File: src/rtl/mux_pkg.sv
// Shared constants and helpers for the 8-channel round-robin output mux.
package mux_pkg;

   localparam int unsigned N_CH       = 8;
   localparam int unsigned SEL_W      = 3;
   localparam int unsigned DATA_W_DEF = 8;
   localparam int unsigned CNT_W_DEF  = 16;

   // Channel index to one-hot accept vector.
   function automatic logic [N_CH-1:0] sel2oh(input logic [SEL_W-1:0] sel);
      logic [N_CH-1:0] oh;
      oh = '0;
      oh[sel] = 1'b1;
      return oh;
   endfunction

endpackage

File: src/rtl/rr_arb8.sv
// Combinational round-robin search: first requester after 'last', wrapping 7->0.
module rr_arb8
   import mux_pkg::*;
(
   input  logic [N_CH-1:0]  req,
   input  logic [SEL_W-1:0] last,
   output logic             gnt_vld,
   output logic [SEL_W-1:0] gnt_idx
);

   logic [SEL_W-1:0] cand;

   always_comb begin
      gnt_vld = 1'b0;
      gnt_idx = '0;
      cand    = '0;
      // Offsets 1..8 so the previous winner is considered last.
      for (int unsigned i = 1; i <= N_CH; i++) begin
         cand = last + SEL_W'(i);
         if (!gnt_vld && req[cand]) begin
            gnt_vld = 1'b1;
            gnt_idx = cand;
         end
      end
   end

endmodule

File: src/rtl/rr_mux8to1.sv
// 8:1 round-robin mux with a single registered output stage and saturating transfer counter.
module rr_mux8to1
   import mux_pkg::*;
#(
   parameter int unsigned DATA_W = DATA_W_DEF,
   parameter int unsigned CNT_W  = CNT_W_DEF
) (
   input  logic                     clk,
   input  logic                     rst_n,
   input  logic [N_CH-1:0]          i_valid,
   input  logic [N_CH*DATA_W-1:0]   i_data,
   output logic [N_CH-1:0]          i_ready,
   input  logic [N_CH-1:0]          en_mask,
   output logic                     y_valid,
   output logic [DATA_W-1:0]        y_data,
   output logic [SEL_W-1:0]         y_sel,
   input  logic                     y_ready,
   output logic [CNT_W-1:0]         xfer_cnt
);

   logic                y_valid_q, y_valid_d;
   logic [DATA_W-1:0]   y_data_q,  y_data_d;
   logic [SEL_W-1:0]    y_sel_q,   y_sel_d;
   logic [SEL_W-1:0]    last_q,    last_d;
   logic [CNT_W-1:0]    cnt_q,     cnt_d;

   logic [N_CH-1:0]     req_c;
   logic                free_c;
   logic                gnt_vld_c;
   logic [SEL_W-1:0]    gnt_idx_c;
   logic [DATA_W-1:0]   gnt_data_c;

   assign req_c  = i_valid & en_mask;
   assign free_c = ~y_valid_q | y_ready;

   rr_arb8 u_arb (
      .req     (req_c),
      .last    (last_q),
      .gnt_vld (gnt_vld_c),
      .gnt_idx (gnt_idx_c)
   );

   // Payload of the granted channel.
   always_comb begin
      gnt_data_c = '0;
      for (int unsigned k = 0; k < N_CH; k++) begin
         if (gnt_idx_c == SEL_W'(k)) begin
            gnt_data_c = i_data[k*DATA_W +: DATA_W];
         end
      end
   end

   // Accept is held off while in reset so nothing is taken before the first live edge.
   always_comb begin
      i_ready = '0;
      if (rst_n && free_c && gnt_vld_c) begin
         i_ready = sel2oh(gnt_idx_c);
      end
   end

   always_comb begin
      y_valid_d = y_valid_q;
      y_data_d  = y_data_q;
      y_sel_d   = y_sel_q;
      last_d    = last_q;
      cnt_d     = cnt_q;
      if (free_c) begin
         y_valid_d = gnt_vld_c;
         if (gnt_vld_c) begin
            y_data_d = gnt_data_c;
            y_sel_d  = gnt_idx_c;
            last_d   = gnt_idx_c;
         end
      end
      if (y_valid_q && y_ready && (cnt_q != {CNT_W{1'b1}})) begin
         cnt_d = cnt_q + CNT_W'(1);
      end
   end

   // last_q resets to 7 so channel 0 is searched first.
   always_ff @(posedge clk or negedge rst_n) begin
      if (!rst_n) begin
         y_valid_q <= 1'b0;
         y_data_q  <= '0;
         y_sel_q   <= '0;
         last_q    <= SEL_W'(N_CH - 1);
         cnt_q     <= '0;
      end else begin
         y_valid_q <= y_valid_d;
         y_data_q  <= y_data_d;
         y_sel_q   <= y_sel_d;
         last_q    <= last_d;
         cnt_q     <= cnt_d;
      end
   end

   assign y_valid  = y_valid_q;
   assign y_data   = y_data_q;
   assign y_sel    = y_sel_q;
   assign xfer_cnt = cnt_q;

endmodule
File: config.mk
export PLATFORM = sky130hd
export DESIGN_NAME = rr_mux8to1
export DESIGN_NICKNAME = d
export VERILOG_FILES = /design/src/rtl/mux_pkg.sv /design/src/rtl/rr_arb8.sv /design/src/rtl/rr_mux8to1.sv
export SDC_FILE = /design/constraint.sdc
export NUM_CORES = 1
export LEC_CHECK = 0
export ABC_CLOCK_PERIOD_IN_PS = 6600
export CAP_MARGIN = 20
export CORE_ASPECT_RATIO = 0.7
export CORE_MARGIN = 2
export CORE_UTILIZATION = 31
export CTS_CLUSTER_SIZE = 10
export DETAILED_ROUTE_END_ITERATION = 12
export PLACE_DENSITY = 0.62
export SETUP_SLACK_MARGIN = 0.5
export SYNTH_ARGS = -nofsm -noshare
export SYNTH_HDL_FRONTEND = slang
export SYNTH_HIERARCHICAL = 1
export SYNTH_SLANG_ARGS = --single-unit
File: constraint.sdc
create_clock -name clk -period 6.6 [get_ports clk]
set_input_delay 0.99 -clock clk [delete_from_list [all_inputs] [get_ports clk]]
set_output_delay 0.99 -clock clk [all_outputs]
set_load 0.005 [all_outputs]
==> results of run 1 <==
sequential cells by signal (all words and copies together), names as in the netlist:
register and flops:
xfer_cnt 16, y_valid 1, y_sel 3, y_data 8
last_q 3
critical path: stages:
cell             delay, ns
clkdlybuf4s50_1       0.40
and2_1                0.19
mux4_1                0.63
mux2_1                0.37
or4_1                 0.63
nor2_1                0.15
nand3_1               0.13
a31oi_4               0.38
nand3_1               0.21
nor3_1                0.18
clkdlybuf4s50_1       0.52
path summary, 6_finish.rpt:
kind	endpoint	slack (ns)	cells after the start
worst max-delay path	i_ready[1]	0.84	11
worst min-delay path	y_sel[1]$_DFFE_PN0P_	0.48	2
worst max register to register	y_data[2]$_DFFE_PN0P_	1.39	14
worst min register to register	y_sel[1]$_DFFE_PN0P_	0.48	2
max in group asynchronous	last_q[1]$_DFFE_PN1P_	5.13	2
min in group asynchronous	xfer_cnt[15]$_DFFE_PN0P_	1.12	2
where the power goes:
part           total, uW  internal (uW)  switching, uW
Combinational       2300           1080           1220
Sequential           380            278            102
Clock                226            149           77.0
placed cells by master (no fill, tap or decap), types with 8 or more instances in the layout:
cell type        instances
clkdlybuf4s50_1        118
nand2_1                 36
dfrtp_1                 28
nor2_1                  25
a21oi_1                 16
mux2i_1                 14
xor2_1                  13
o21ai_0                 12
nand2b_1                10
nand3_1                 10
and2_1                   9
inv_1                    8
buf_4                    8
metal layers:
metal / up-vias / routed length [um]
met1: 1371 / 3690
met5: - / 0
met4: 0 / 36
li1: 1413 / -
met2: 119 / 3730
met3: 4 / 647
kinds of logic after synthesis:
group	synth area share, %
simple gates	25.5
flops	27.3
mux	19.6
xor+xnor	4.86
fa+ha+maj	1.31
compound gates	16.8
buf+inv	4.64
cell type report:
cell class,instances,area share (%)
Sequential cell,31,18.1
Tap cell,124,3.60
Clock buffer,7,3.31
Inverter,8,0.696
Timing Repair Buffer,126,28.8
Multi-Input combinational cell,260,45.4
Clock inverter,1,0.116
per-stage QoR:
stage	hold slack, ns	std cells	util [%]
2_1_floorplan	0.448	319	-
3_3_place_gp	0.464	545	45.9
3_5_place_dp	0.464	545	45.9
4_1_cts	0.484	553	47.6
5_1_grt	0.499	557	47.9
6_report	0.476	557	47.9
what timing repair did:
| action | 4_1_cts | 5_1_grt |
|---|---|---|
| setup endpoints to repair | 0 | 8 |
| endpoints found under the hold margin | 0 | 0 |
| setup buffers | 0 | 4 |
==> impl_metrics.py, run 1 <==
metrics = {
    "run_status": {
        "outcome": "finished clean",
    },
    "yosys": {
        "yosysMostFrequentCell": "nand2_1",
        "yosys-top-cells-area": "dfrtp_1, mux4_2, mux2i_1",
        "yosys_warnings": 6,
        "synth_top_flop_cell": "dfrtp_1",
        "synth_edf_count": 0,
        "synth_area_leader_cell": "dfrtp_1",
        "ys_async_sr_fraction_pct": 100,
        "ys_top_cells_by_count": "nand2_1, dfrtp_1, nor2_1, a21oi_1, mux2i_1",
        "synthCells": 319,
        "ys_seq_area_share_pct": 27.3,
        "yosysUniqueCellTypes": 60,
        "synth_top_area_share_pct": 24.5,
        "syn_area_mm2": 0.00286,
        "synth.avg_cell_area_um2": 8.95,
        "synth_nets": 405,
        "yosys_register_bits": 31,
    },
    "timing": {
        "fin_ws_ns": 0.836,
        "slew_viol_final": 0,
        "setup_violations": 0,
        "finalClockSkew_ns": 0.00546,
        "worst_pin_slew_ns": 0.665,
        "hold_viol_final": 0,
        "rsz0062_at_grt": "no",
        "fmax_mhz": 173,
        "fin_crit_sh_pct": 87.3,
        "min_period_ns": 5.76,
        "slew-limit-headroom_pct": 55.3,
        "fin_setup_tns_ns": 0,
    },
    "floorplan": {
        "die_h_um": 84.3,
        "rows": 29,
        "start_util_pct": 31.7,
        "die_w_um": 119,
        "dieArea_mm2": 0.0100,
        "io_pins": 119,
        "coreArea_mm2": 0.00900,
    },
    "clock_tree": {
        "cts_hold_buf": 0,
        "cts_buffers": 5,
        "cts_tree": "yes",
        "clkTransAtPathRegs_ns": 0.05,
        "cts_sinks": 31,
        "cts-htree-levels": 2,
        "clock-root-buffer": "clkbuf_16",
        "clockBufferDepth": 2,
        "cts_repair_resize_count": 0,
        "clk-insertion-delay-late_ns": 0.27,
    },
    "worst_setup_path": {
        "critPathRequiredTime_ns": 5.61,
        "worstSetupPathType": "in -> out",
        "crit_path_start_kind": "primary input",
        "end_kind": "output port",
        "path_max_fanout": 10,
        "crit_path_start": "i_valid[4]",
        "reg2reg_from": "last_q[0]$_DFFE_PN1P_",
        "crit_arrival_ns": 4.77,
    },
    "drt": {
        "routed_via_density": 5.22,
        "wl_per_cell_um": 14.5,
        "drc": 0,
        "wirelength_um": 8100,
        "firstDrtPassIters": 5,
        "drt.antenna.violating_nets": 0,
        "num_vias": 2907,
        "drt_iter0_drc": 216,
    },
    "finish": {
        "fillers": 899,
        "design_area_mm2": 0.00431,
        "multi_input_area_mm2": 0.00196,
        "drive_above_1_share_pct": 8.31,
        "seqCellArea_um2": 779,
        "fin_nets": 518,
        "syn_to_final_growth_pct": 51.0,
        "antenna_cells": 0,
    },
    "global_route": {
        "grt_antenna_before_repair": 0,
        "grt_overflow": 0,
        "grt_usage_pct": 15.7,
        "grt_max_degree": 35,
        "busiest_layer": "met2",
        "grt_pass1_vias": 2646,
        "grtUsageMet1_pct": 21.2,
        "gr-usage-met3_pct": 5.03,
        "grt_pass1_wl_um": 13000,
        "grt_util_met2_pct": 25.0,
    },
    "placement": {
        "dpl_worst_slack_ns": 0.655,
        "place_area_mm2": 0.00413,
        "port_buffers": 118,
        "dp_hpwl_um": 6380,
        "place_congestion": 0.850,
    },
    "power": {
        "fin_total_pwr_uw": 2910,
        "power_density_mw_per_mm2": 674,
        "leakage_uw": 0.00179,
        "irDropWorstVdd_mv": 0.517,
    },
    "run": {
        "cap_violations": 0,
    },
    "min_path": {
        "hp-start": "y_sel[1]$_DFFE_PN0P_",
        "hp-class": "reg -> reg",
    },
}
Power figures use the tool's default switching activity.
==> run 2: changes to the inputs <==
--- a/config.mk
+++ b/config.mk
@@ -5,13 +5,16 @@
 export SDC_FILE = /design/constraint.sdc
 export NUM_CORES = 1
 export LEC_CHECK = 0
+export ABC_AREA = 0
 export ABC_CLOCK_PERIOD_IN_PS = 6600
 export CAP_MARGIN = 20
 export CORE_ASPECT_RATIO = 0.7
 export CORE_MARGIN = 2
 export CORE_UTILIZATION = 31
+export CTS_CLUSTER_DIAMETER = 30
 export CTS_CLUSTER_SIZE = 10
 export DETAILED_ROUTE_END_ITERATION = 12
+export GPL_TIMING_DRIVEN = 0
 export PLACE_DENSITY = 0.62
 export SETUP_SLACK_MARGIN = 0.5
 export SYNTH_ARGS = -nofsm -noshare
==> impl_metrics.py, run 2 (same netlist as run 1, synthesis figures left out) <==
metrics = {
    "run_status": {
        "outcome": "finished clean",
    },
    "drt": {
        "drt.antenna.violating_nets": 0,
        "drc": 0,
        "num_vias": 2962,
        "routed_via_density": 5.16,
        "wl_per_cell_um": 14.5,
        "firstDrtPassIters": 4,
        "wirelength_um": 8300,
        "drt_iter0_drc": 174,
    },
    "clock_tree": {
        "clkTransAtPathRegs_ns": 0.05,
        "cts_hold_buf": 0,
        "cts_sinks": 31,
        "clockBufferDepth": 2,
        "clk-insertion-delay-late_ns": 0.27,
        "cts_buffers": 5,
        "clock-root-buffer": "clkbuf_16",
        "cts-htree-levels": 2,
        "cts_tree": "yes",
    },
    "min_path": {
        "hold_path_depth": 2,
        "hp-class": "reg -> reg",
        "min_to": "last_q[1]$_DFFE_PN1P_",
        "hp-start": "last_q[1]$_DFFE_PN1P_",
    },
    "worst_setup_path": {
        "r2r_slack_ns": 1.89,
        "crit_path_start_kind": "flop",
        "crit_arrival_ns": 4.83,
        "critPathRequiredTime_ns": 5.61,
        "end_kind": "output port",
        "crit_path_start": "last_q[1]$_DFFE_PN1P_",
        "r2r_cells": 18,
        "reg2reg_from": "last_q[1]$_DFFE_PN1P_",
        "path_max_fanout": 10,
        "timing.rr.end": "y_data[2]$_DFFE_PN0P_",
        "worstSetupPathType": "reg -> out",
    },
    "run": {
        "cap_violations": 0,
    },
    "finish": {
        "final_util_pct": 48.9,
        "syn_to_final_growth_pct": 54.1,
        "final_common_cell": "clkdlybuf4s50_1",
        "antenna_cells": 0,
        "fillers": 905,
        "final_cell_mix": "clkdlybuf4s50_1, nand2_1, dfrtp_1",
        "fin_nets": 535,
        "drive_above_1_share_pct": 12.4,
        "design_area_mm2": 0.00440,
        "largest_register_ffs": 16,
    },
    "floorplan": {
        "die_h_um": 84.3,
        "rows": 29,
        "coreArea_mm2": 0.00900,
        "start_util_pct": 31.7,
        "die_w_um": 119,
        "dieArea_mm2": 0.0100,
        "io_pins": 119,
    },
    "timing": {
        "setup_violations": 0,
        "hold_viol_final": 0,
        "rsz0062_at_grt": "no",
        "fin_crit_sh_pct": 88.2,
        "fmax_mhz": 172,
        "worst_pin_slew_ns": 0.712,
        "finalClockSkew_ns": 0.00504,
        "slew_viol_final": 0,
        "fin_ws_ns": 0.776,
        "slew-limit-headroom_pct": 52.5,
        "min_period_ns": 5.82,
        "fin_setup_tns_ns": 0,
    },
    "power": {
        "switching_share_pct": 47.6,
        "internal_power_uw": 1590,
        "power_density_mw_per_mm2": 690,
        "p_sw_uw": 1440,
        "p_comb_share_pct": 81.7,
        "irDropWorstVdd_mv": 0.389,
        "pwr-share-seq_pct": 11.2,
        "leakage_uw": 0.00184,
        "clockPowerShare_pct": 7.1,
    },
    "global_route": {
        "grt_max_degree": 34,
        "grt_usage_pct": 16.5,
        "grt_pass1_vias": 2896,
        "grt_antenna_before_repair": 0,
        "grt_overflow": 0,
        "grt_pass1_wl_um": 13700,
    },
    "placement": {
        "dpl_worst_slack_ns": -0.149,
        "place_congestion": 0.842,
        "port_buffers": 118,
        "dp_hpwl_um": 6800,
        "place_area_mm2": 0.00419,
    },
}
[run 2: changes by cell type in the layout (fill, tap and decap cells not counted), sizes merged]
| cell | previous run | this run |
|---|---|---|
| clkinv | 1 | 3 |
| buf | 8 | 14 |
| clkdlybuf4s50 | 118 | 117 |
| clkbuf | 7 | 17 |
[run 2: power groups by stage]
stage / Sequential (uW) / Combinational (uW) / Clock (uW)
2_1_floorplan: 336 / 1690 / 0
3_3_place_gp: 340 / 2320 / 0
3_5_place_dp: 343 / 2330 / 0
4_1_cts: 341 / 2380 / 221
5_1_grt: 352 / 2730 / 230
6_report: 340 / 2480 / 215
[run 2: repair_timing]
action / CTS / global route
pin swaps: 0 / 0
setup buffers: 0 / 5
endpoints found under the setup margin: 8 / 7
resized for setup: 15 / 12
hold endpoints to repair: 0 / 0
[run 2: cell type report]
cell class	instances	area, um2	share of cell area (%)
multi-input combinational	260	1940	44.1
timing repair buffer	123	1210	27.6
sequential	31	779	17.7
tap	124	155	3.53
buffer	20	143	3.24
clock buffer	5	125	2.84
inverter	8	30.0	0.682
clock inverter	3	15.0	0.341
[run 2: worst max-delay path by stage]
stage                       to  slack [ns]  depth (start not counted)
global placement    i_ready[1]       -0.24                         18
floorplan           i_ready[1]        1.20                         16
CTS                 i_ready[1]        0.50                         18
finish              i_ready[2]        0.78                         16
detailed placement  i_ready[1]       -0.15                         18
global route        i_ready[2]        0.51                         16
[run 2: routing by layer]
| layer | GRT usage, % | vias to the layer above | part of all wire [%] |
|---|---|---|---|
| met5 | 0 | - | 0 |
| li1 | - | 1449 | - |
| met4 | 2.60 | 0 | 0.76 |
| met2 | 25.8 | 117 | 44 |
| met1 | 23.2 | 1390 | 47 |
| met3 | 4.62 | 6 | 8.3 |
[run 2: through the flow]
step,power (uW),instances,hold slack [ns]
finish,3040,574,0.470
global route,3310,574,0.507
CTS,2940,569,0.471
detailed placement,2670,561,0.464
global placement,2660,561,0.460
floorplan,2020,319,0.448
[run 2: worst max-delay path: stages (launching register included)]
cell	delay (ns)
dfstp_2	0.54
clkbuf_4	0.19
clkbuf_8	0.19
inv_1	0.11
ha_1	0.29
clkbuf_4	0.20
mux4_2	0.37
mux2_4	0.30
or4_1	0.52
buf_2	0.17
nor3_2	0.20
a21o_1	0.27
clkbuf_2	0.26
clkbuf_2	0.27
nand2b_1	0.16
nor2_1	0.05
clkdlybuf4s50_1	0.46
==> RTL change (flow settings as in run 2) <==
Take the reset off `y_data_q` and load it in a clocked block of its own.
--- a/src/rtl/rr_mux8to1.sv
+++ b/src/rtl/rr_mux8to1.sv
@@ -81,17 +81,19 @@
    always_ff @(posedge clk or negedge rst_n) begin
       if (!rst_n) begin
          y_valid_q <= 1'b0;
-         y_data_q  <= '0;
          y_sel_q   <= '0;
          last_q    <= SEL_W'(N_CH - 1);
          cnt_q     <= '0;
       end else begin
          y_valid_q <= y_valid_d;
-         y_data_q  <= y_data_d;
          y_sel_q   <= y_sel_d;
          last_q    <= last_d;
          cnt_q     <= cnt_d;
       end
+   end
+
+   always_ff @(posedge clk) begin
+      y_data_q <= y_data_d;
    end
 
    assign y_valid  = y_valid_q;
Formal check against the unedited RTL: not equivalent (Yosys sat finds a counterexample within 4 cycles, from zero or initial values and one cycle with rst_n low).
==> RTL change against run 2 <==
Synthesized area shrank 4.5%. Total power down 5.4%. Routed wire length down 3.1%. Die area decreased by 4.3%. Setup slack worse by 0.067 ns. Final area down 3.2%. Critical path depth down 2. Sequential cell count is the same.
==> RTL change: results (changes against run 2) <==
| Metric | Value |
|---|---|
| Critical path origin | `i_valid[7] (was last_q[1])` |
| First drt pass iteration count | `7 (was 4)` |
| Sequential share of cell area | `0.192 (was 0.177)` |
| Synth area leaders | `dfrtp_1 18%, mux4_2 12%, edfxtp_1 8.8% (was dfrtp_1 25%, mux4_2 5.5%, mux2i_1 4.9%)` |
| Final net count | `488 (was 535)` |
| Slowest stage delay, CP | `0.64 ns (was 0.54 ns)` |
| Largest net degree at the start of global routing | `20 (was 34)` |
| Adder-cell share of the synthesized area | `0.0138 (was 0.0131)` |
| Area occupied by multi-input gates | `0.00179 mm^2 (was 0.00194 mm^2)` |
| Reg-to-reg endpoint | `y_data[5] (was y_data[2])` |
| Non-clock inverters | `6 (was 8)` |
| Synth top cells by count | `42 x nand2_1, 20 x dfrtp_1, 19 x a21oi_1, 16 x nor2_1, 14 x mux4_2 (was 36 x nand2_1, 28 x dfrtp_1, 25 x nor2_1, 16 x a21oi_1, 14 x mux2i_1)` |
| Sequential area share after synthesis | `0.300 (was 0.273)` |
| Cells after Synth | `276 (was 319)` |
| Worst setup endpoint | `i_ready[1] (was i_ready[2])` |
| Vias in the first global route | `2561 (was 2896)` |
| Post-synth EDFFs | `8 (was 0)` |
| Number of fillers in the final layout | `810 (was 905)` |
| Complex-gate fraction of the synthesized area | `0.114 (was 0.168)` |
| Hold Vio Cnt, Final | `0 (unchanged)` |
| Via density | `5.16 (about the same)` |
| Xor/xnor share of the synthesized area | `0.0321 (was 0.0486)` |
| Share of layout cells above drive strength 1 | `0.144 (was 0.124)` |
| Buffer share of cell area | `0.311 (was 0.308)` |
| GR Util All Layers | `0.170 (was 0.165)` |
| WHS Path Cells | `2 (unchanged)` |
| Slowest library cell on the worst path | `mux4_1 (was dfstp_2)` |
| Average wire per standard cell | `15.4 um (was 14.5 um)` |
| Hold WS | `0.476 ns (was 0.470 ns)` |
| Vias | `2701 (was 2962)` |
| Yosys cell types | `56 (was 60)` |
| R2R depth | `16 (was 18)` |
| First-pass GRT wire length | `12700 um (was 13700 um)` |
| Peak VDD IR | `0.000452 V (was 0.000389 V)` |
| Pins Over Slew Limit | `0 (unchanged)` |
| Non-clock buffer count | `134 (was 143)` |
| Clk_skew | `0.00395 ns (was 0.00504 ns)` |
| Worst EP arrival | `4.90 ns (was 4.83 ns)` |
| Worst Hold Endpoint | `y_sel[0] (was last_q[1])` |
| Post-synth ARST share | `0.742 (was 1.00)` |
| DP Wirelength | `6570 um (was 6800 um)` |
| Internal power | `1.61 mW (was 1.59 mW)` |
| Clkbuf count | `8 (was 5)` |
| Comb_multi_in | `224 (was 260)` |
| Placer Congestion | `0.863 (was 0.842)` |
| P_leak | `1.70 nW (was 1.84 nW)` |
| R2r setup slk | `2.07 ns (was 1.89 ns)` |
| Relative slew margins | `0.647 (was 0.525)` |
| Synth Net Count | `362 (was 405)` |
| Multiplexer share of the synthesized area | `0.275 (was 0.196)` |
| Total placed cells including tap cells | `515 (was 561)` |
| Outcome | `completed (unchanged)` |
## RTL change: power groups by stage
stage          combinational, mW  sequential [mW]  clock [mW]
2_1_floorplan               1.58            0.392           0
3_3_place_gp                2.14            0.398           0
3_5_place_dp                2.17            0.399           0
4_1_cts                     2.19            0.397       0.247
5_1_grt                     2.48            0.409       0.257
6_report                    2.24            0.395       0.240
## RTL change: layer usage
| metal | share of wire | routed length [um] | vias to the layer above | track usage |
|---|---|---|---|---|
| met4 | 0.0034 | 27 | 0 | 0.0214 |
| met2 | 0.46 | 3690 | 102 | 0.272 |
| li1 | - | - | 1303 | - |
| met5 | 0 | 0 | - | 0 |
| met1 | 0.47 | 3760 | 1292 | 0.239 |
| met3 | 0.070 | 561 | 4 | 0.0445 |
## RTL change: repair_timing
item / CTS / global route
endpoints found under the hold margin: 0 / 0
resized for setup: 7 / 13
endpoints found under the setup margin: 8 / 8
## RTL change: per-stage QoR
step	worst slack, ns	instance area (um^2)	TNS (ns)	utilization
6_report	0.709	4260	0	0.501
5_1_grt	0.505	4260	0	0.501
4_1_cts	0.481	4250	0	0.499
3_5_place_dp	-0.0305	4090	-0.0305	0.480
3_3_place_gp	-0.0659	4060	-0.0762	0.477
2_1_floorplan	1.37	2730	0	-
## RTL change: worst max-delay path, delay by kind of cell
kind	cells	cell delay, ns
buffers and inverters	5	1.52
AND/OR/NAND/NOR	6	1.18
multiplexers	2	1.01
AO/OA/AOI/OAI	1	0.18
## RTL change: cell families (layout without fill, tap and decap cells)
| group | Yosys count | after routing |
|---|---|---|
| AO/OA/AOI/OAI | 48 | 48 |
| XOR/XNOR | 10 | 10 |
| adder cells (fa/ha/maj) | 3 | 3 |
| buffers and inverters | 21 | 148 |
| flip-flops | 31 | 31 |
| multiplexers | 46 | 46 |
| AND/OR/NAND/NOR | 117 | 117 |
